**src/rtl/ashift_norm.sv**
```systemverilog
// rtl/ashift_norm.sv - signed operand normalizer: shifts out redundant sign bits, reports shift count
// Optional ASHIFT_NORM_STRIDE2_EN: two-bit steps while at least two redundant sign bits remain.
module ashift_norm #(
   parameter int WIDTH = 16
) (
   input  logic             clk,
   input  logic             rst,
   input  logic             in_valid,
   output logic             in_ready,
   input  logic [WIDTH-1:0] in_data,
   output logic             out_valid,
   input  logic             out_ready,
   output logic [WIDTH-1:0] out_data,
   output logic [4:0]       out_shift
);

   typedef enum logic [1:0] {
      IDLE  = 2'd0,
      SHIFT = 2'd1,
      DONE  = 2'd2
   } state_t;

   localparam logic [4:0] CNT_MAX = 5'(WIDTH - 1);

   state_t           state_q, state_d;
   logic [WIDTH-1:0] data_q, data_d;
   logic [4:0]       count_q, count_d;

   logic             top2_eq;
   logic             top3_eq;

   assign top2_eq = (data_q[WIDTH-1] == data_q[WIDTH-2]);
   assign top3_eq = top2_eq && (data_q[WIDTH-2] == data_q[WIDTH-3]);

   always_comb begin
      state_d = state_q;
      data_d  = data_q;
      count_d = count_q;
      case (state_q)
         IDLE: begin
            if (in_valid) begin
               data_d  = in_data;
               count_d = 5'd0;
               state_d = SHIFT;
            end
         end
         SHIFT: begin
`ifdef ASHIFT_NORM_STRIDE2_EN
            // Double step only when the single-step rule would fire twice in a row.
            if (top3_eq && (count_q <= CNT_MAX - 5'd2)) begin
               data_d  = data_q << 2;
               count_d = count_q + 5'd2;
            end else
`endif
            if (top2_eq && (count_q < CNT_MAX)) begin
               data_d  = data_q << 1;
               count_d = count_q + 5'd1;
            end else begin
               state_d = DONE;
            end
         end
         DONE: begin
            if (out_ready) begin
               state_d = IDLE;
            end
         end
         default: state_d = IDLE;
      endcase
   end

   always_ff @(posedge clk) begin
      if (rst) begin
         state_q <= IDLE;
         data_q  <= '0;
         count_q <= 5'd0;
      end else begin
         state_q <= state_d;
         data_q  <= data_d;
         count_q <= count_d;
      end
   end

   assign in_ready  = (state_q == IDLE);
   assign out_valid = (state_q == DONE);
   assign out_data  = data_q;
   assign out_shift = count_q;

   logic unused_top3;
   assign unused_top3 = top3_eq;

endmodule

```
**config.mk**
```make
export PLATFORM = sky130hd
export DESIGN_NAME = ashift_norm
export DESIGN_NICKNAME = d
export VERILOG_FILES = /design/src/rtl/ashift_norm.sv
export SDC_FILE = /design/constraint.sdc
export NUM_CORES = 1
export LEC_CHECK = 0
export ABC_CLOCK_PERIOD_IN_PS = 2000
export CAP_MARGIN = 20
export CORE_AREA = 2 2 56 58
export CTS_CLUSTER_DIAMETER = 30
export DETAILED_ROUTE_END_ITERATION = 7
export DIE_AREA = 0 0 58 60
export PLACE_DENSITY = 0.72
export SLEW_MARGIN = 20
export SYNTH_ARGS = -nofsm -noshare
export SYNTH_HDL_FRONTEND = slang
export SYNTH_SLANG_ARGS = --single-unit
export TNS_END_PERCENT = 50
```
**constraint.sdc**
```tcl
create_clock -name clk -period 2 [get_ports clk]
set_clock_uncertainty 0.15 [all_clocks]
set_input_delay 0.5 -clock clk [delete_from_list [all_inputs] [get_ports clk]]
set_output_delay 0.5 -clock clk [all_outputs]
set_load 0.02 [all_outputs]
```
==> reports/metrics.yaml <==
final_layout:
  final_cell_area_um2: 1630
  layout.cells.most_common: "dfxtp_1"
  layout-drive-gt1-share_pct: 19.25
  area_growth_syn_to_layout_pct: 46.40
  layout.cells.most_common_list: "dfxtp_1 (23), a21oi_1 (20), clkdlybuf4s50_1 (20), inv_1 (16), dlymetal6s2s_1 (14)"
  finish.net_count: 183
  antenna_cells_inserted: 0
setup_path:
  timing.critical_path.max_delay_family: "buffers and inverters"
  cp_num_buf_inv: 1
  cp_cell_instances: "clkdlybuf4s50_1"
  criticalPathCategory: "reg -> out"
  arrival_worst_endpoint_ns: 1.31
  crit_path_end_kind: "output pin"
  critical_path_required_ns: 1.35
  critical-path-slowest-cell: "clkdlybuf4s50_1"
  crit_start: "out_data[7]"
  critical-path-max-stage-delay_ns: 0.62
  critical_path.startpoint_type: "flip-flop"
  timing.rr.start: "state_q[0]"
  critical_path.max_fanout: 3
global_routing:
  grt_start_max_net_pins: 25
  number_of_antenna_violations_at_the_first_check_in_global_routing: 0
  grt_pass1_vias: 933
  grt_remaining_overflow: 0
  overall_global_routing_usage_pct: 15.93
  first_pass_grt_wire_length_um: 4229
floorplanning:
  fp.coreArea_um2: 2903
  starting_density_of_the_core_pct: 38.36
  dieWidth_um: 58
  ioPinCount: 43
  chipHeight_um: 60
  die-area_um2: 3480
  placementRows: 20
sta:
  report.final.hold_viol_count: 0
  hold_slack_ns: 0.3500
  achievable-frequency_ghz: 0.5110
  maxSlewViolCount: 0
  worstMarginPinSlew_ns: 0.6935
  grt_setup_unrepaired: "yes"
  ratio_of_final_minimum_period_to_clock_period_pct: 97.85
  shortest_clock_period_the_worst_path_allows_after_layout_ns: 1.957
  setup_tns_ns: 0
  slew-limit-headroom_pct: 53.76
  final-setup-viol-count: 0
cts:
  clkSinkCount: 23
  clock_tree_from_tritoncts: "yes"
  max-clock-path-buffers: 2
  tritoncts.num_buffers: 3
  ctsHoldBuffers: 0
  worst_setup_hold_path_clk_slew_ns: 0.13
  cts_root_buf: "clkbuf_4"
  clkLatencyLatePin_ns: 0.32
  cts_max_level: 1
synthesis:
  yosysSeqAreaShare_pct: 41.35
  post_syn_area_per_cell_um2: 9.600
  post_synth_num_cell_types: 36
  postSynthCellCount: 116
  count_of_flip_flops_with_a_built_in_enable_after_synthesis: 0
  ys_async_sr_fraction_pct: 0
  syn_nets: 137
  post-synth-top-area-cell: "dfxtp_1"
  synthesis_stage_register_bit_count: 23
  ys_warn_count: 0
  top_post_synthesis_cells_by_area: "dfxtp_1 (41%), o221a_2 (13%), a21oi_1 (9.0%)"
  ys.flop_type: "dfxtp_1"
  synth_area_um2: 1114
  synth_largest_type_area_fraction_pct: 41.35
place:
  post_dp_cell_area_um2: 1577
  place.port_buffers: 42
  dp_hpwl_um: 1888
  place.gp.congestion: 0.7237
detailed_routing:
  route.antenna.remaining_nets: 0
  postRouteWirelength_um: 2683
  post_drt_via_cell_ratio: 5.402
  drt_drc_violations_left: 0
  detail_routed_net_length_per_standard_cell_um: 13.83
  drtPass1Iterations: 4
  dr.first_iter.drc_count: 33
  via_count: 1048
power:
  ir_worst_vdd_v: 0.0006560
  fin_total_pwr_mw: 1.304
  total_leakage_power_nw: 0.8832
  cellPowerDensity_nw_per_um2: 799.6
worst_hold_path:
  min-delay-path-class: "reg -> reg"
  timing.hold.worst.start: "out_shift[4]"
status:
  run_status: "finished, final reports clean"
run:
  drv.max_cap_violation_count: 0
[worst paths after layout]
kind	end	slack, ns	depth (start not counted)
hold / removal	out_shift[4]	0.35	2
setup / recovery	out_data[7]	0.04	1
hold reg to reg	out_shift[4]	0.35	2
setup reg to reg	out_data[10]	0.08	3
[cell families (layout without fill, tap and decap cells)]
family	count (synthesis)	after routing	synth area share, %
adders and majority gates	1	1	1.123
xor gates and xnor gates	2	2	1.573
DFF	23	23	41.35
and+or+nand+nor	23	23	15.62
buffers and inverters	24	69	10.00
AOI/OAI and AO/OA	43	43	30.34
[power by group]
group	switching (mW)	internal, mW
clock network	0.141	0.0749
logic	0.255	0.241
registers	0.0649	0.527
total	0.461	0.843
[area by class of cell]
cell class / count / area (um^2)
inverter: 16 / 60.06
fill: 269 / 1272
sequential: 23 / 460.4
timing repair buffer: 49 / 499.2
multi-input combinational: 69 / 541.8
clock buffer: 3 / 22.52
tap: 33 / 41.29
clock inverter: 1 / 5.005
[cells in the mapped netlist (2+ instances only)]
cell type / instances
buf_2: 2
o311ai_0: 2
o21ai_0: 2
clkbuf_1: 3
o221a_2: 13
nand2b_1: 3
nand4_1: 2
inv_1: 16
dfxtp_1: 23
or4_1: 2
a21oi_1: 20
buf_6: 2
o221a_1: 2
a31oi_1: 2
[timing repair]
item	4_1_cts	5_1_grt
setup buffers	0	0
endpoints found under the setup margin	8	22
resized for setup	8	15
[layer usage]
| layer | wire length (um) | global-route usage, % | vias to the layer above |
|---|---|---|---|
| met1 | 1213 | 20.53 | 488 |
| met2 | 1238 | 25.00 | 36 |
| li1 | - | - | 522 |
| met5 | 0 | 0 | - |
| met3 | 213 | 6.277 | 2 |
| met4 | 18 | 3.987 | 0 |
[state kept, by name, indices dropped and copies added (netlist names)]
name / count
out_data: 16
out_shift: 5
state_q: 2
[worst register-to-register path, delay by kind of cell, from the launching register on]
family / cells / cell delay [ns]
AO/OA/AOI/OAI: 2 / 0.90
AND/OR/NAND/NOR: 1 / 0.41
flip-flops: 1 / 0.40
[stage by stage]
step / worst slack [ns] / util (%) / std cells
2_1_floorplan: 0.2826 / - / 116
3_3_place_gp: -0.1631 / 54.31 / 190
3_5_place_dp: -0.2127 / 54.31 / 190
4_1_cts: 0.0003173 / 54.91 / 194
5_1_grt: -0.01022 / 56.16 / 194
6_report: 0.04307 / 56.16 / 194
No activity file was read; power rests on OpenSTA's default activity.
==> patch, RTL diff (same flow settings) <==
Add a define of `ASHIFT_NORM_STRIDE2_EN`.
--- a/src/rtl/ashift_norm.sv
+++ b/src/rtl/ashift_norm.sv
@@ -1,5 +1,7 @@
 // rtl/ashift_norm.sv - signed operand normalizer: shifts out redundant sign bits, reports shift count
 // Optional ASHIFT_NORM_STRIDE2_EN: two-bit steps while at least two redundant sign bits remain.
+`define ASHIFT_NORM_STRIDE2_EN
+
 module ashift_norm #(
    parameter int WIDTH = 16
 ) (
Behaviour: not the same (Yosys sat finds a counterexample within 4 cycles, from zero or initial values and one cycle with rst high).
==> patch against the unedited design <==
The run now ends with negative setup slack left; core utilization up 21 points; sequential cell count unchanged; power up 30%; die area unchanged; combinational power up 82%; maximum frequency down 9.4%; setup slack worse by 0.20 ns; design area up 38%; synthesized area up 27%; wire length up 67%; critical path type is now reg2reg; largest cell class unchanged.
==> patch: results (changes against the unedited design) <==
| Metric | Value |
|---|---|
| Status | finished, violations left |
| Violated checks | negative setup slack |
| Total Routing Usage GR | 24.99% (+9.1 points) |
| Slew at the pin closest to its max-slew limit | 0.6112 ns (-0.08236 ns) |
| Slowest cell on crit path | a221o_2 |
| Maximum vdd drop | 0.5616 mV (-14%) |
| Worst slack at placement | -0.2178 ns (-0.005043 ns) |
| Synth top area cells | dfxtp_1, nand2_1, a311o_1 |
| Dpl cell area | 2044 µm² (+30%) |
| Largest fanout on the critical path | 7 (+4) |
| Min setup slack post-route | -0.1593 ns (-0.2024 ns) |
| Via-to-Cell Ratio | 5.913 (+9.5%) |
| Initial DRC Count | 93 (+180%) |
| Worst Min Path Start | out_data[4] |
| DR WL/cell | 15.63 µm (+13%) |
| Synthesized area per cell | 7.719 µm² (-20%) |
| Setup violators final | 20 (+20) |
| DP HPWL | 2929 µm (+55%) |
| CP peak stage delay | 0.46 ns (-0.16 ns) |
| Leakage | 1.072 nW (+21%) |
| Vias in the first global route | 1482 (+59%) |
| First-pass GRT wire length | 6727 µm (+59%) |
| Synth cell types | 41 (+14%) |
| Largest net degree at the start of global routing | 22 (-12%) |
| Worst Path Arrival | 2.23 ns (+0.92 ns) |
| Post-Route WL | 4471 µm (+67%) |
| GPL Wtd Cong | 0.9086 (+26%) |
| Top cells by count, synth | nand2_1, dfxtp_1, nor2_1 |
| R2R Path Start | out_shift[1] |
## patch: cell types whose count changed after synthesis, moves of 4 or more
cell      before  now
nand3_1        1    5
nor2_1         1   19
o221a_2       13    0
a311o_1        0   13
clkbuf_1       3    9
inv_1         16    2
nand2_1        1   48
## patch: layout make-up
| cell class | count | area [µm²] |
|---|---|---|
| clock buffer | 3 | 22.52 |
| clock inverter | 1 | 5.005 |
| fill | 219 | 651.9 |
| inverter | 2 | 10.01 |
| multi-input combinational | 145 | 973.4 |
| sequential | 23 | 470.5 |
| tap | 33 | 41.29 |
| timing repair buffer | 79 | 728.2 |
## patch: metrics by stage
step / power (mW) / hold WS [ns] / util, % / TNS, ns
after floorplan: 1.044 / 0.3729 / - / -3.776
after global placement: 1.346 / 0.3247 / 70.43 / -2.153
after detailed placement: 1.362 / 0.3365 / 70.43 / -3.262
after CTS: 1.642 / 0.3545 / 73.75 / -2.521
after global routing: 1.795 / 0.3747 / 77.54 / -3.828
final: 1.696 / 0.3485 / 77.54 / -2.184
## patch: logic make-up after synthesis
logic type,share of synthesized area (%)
muxes,0.7971
buffers and inverters,6.288
adders and majority gates,3.543
AOI/OAI and AO/OA,31.18
and+or+nand+nor,24.36
xor gates and xnor gates,1.240
DFF,32.60
## patch: worst max-delay path, delay by kind of cell (launching register included)
| kind | cells | cell delay [ns] |
|---|---|---|
| compound gates | 4 | 1.08 |
| fa+ha+maj | 1 | 0.14 |
| buf+inv | 2 | 0.19 |
| flops | 1 | 0.40 |
| simple gates | 1 | 0.10 |
## patch: worst paths after layout
check,to,slack (ns),cells after the start
worst max-delay path,out_shift[4],-0.16,8
worst min-delay path,out_data[4],0.35,2
worst max register to register,out_shift[4],-0.16,8
worst min register to register,out_data[4],0.35,2
## patch: power by group
| part | leakage [nW] | internal [mW] | switching, mW | total (mW) |
|---|---|---|---|---|
| clock network | 0.0177 | 0.0749 | 0.144 | 0.219 |
| logic | 0.862 | 0.435 | 0.467 | 0.902 |
| registers | 0.192 | 0.519 | 0.0559 | 0.575 |
| total | 1.07 | 1.03 | 0.667 | 1.70 |
## patch: repair_timing
item,CTS,global route
resized for setup,25,25
buffers inserted,2,2
pin swaps,8,7
cloned,3,0
hold buffers,0,0
endpoints found under the setup margin,32,34
endpoints found under the hold margin,0,0
## patch: metal layers
layer	vias up	track usage, %	part of all wire (%)
li1	812	-	-
met1	804	33.11	44
met2	64	41.88	48
met3	11	3.030	5.7
met4	0	8.970	2.3
met5	-	0	0
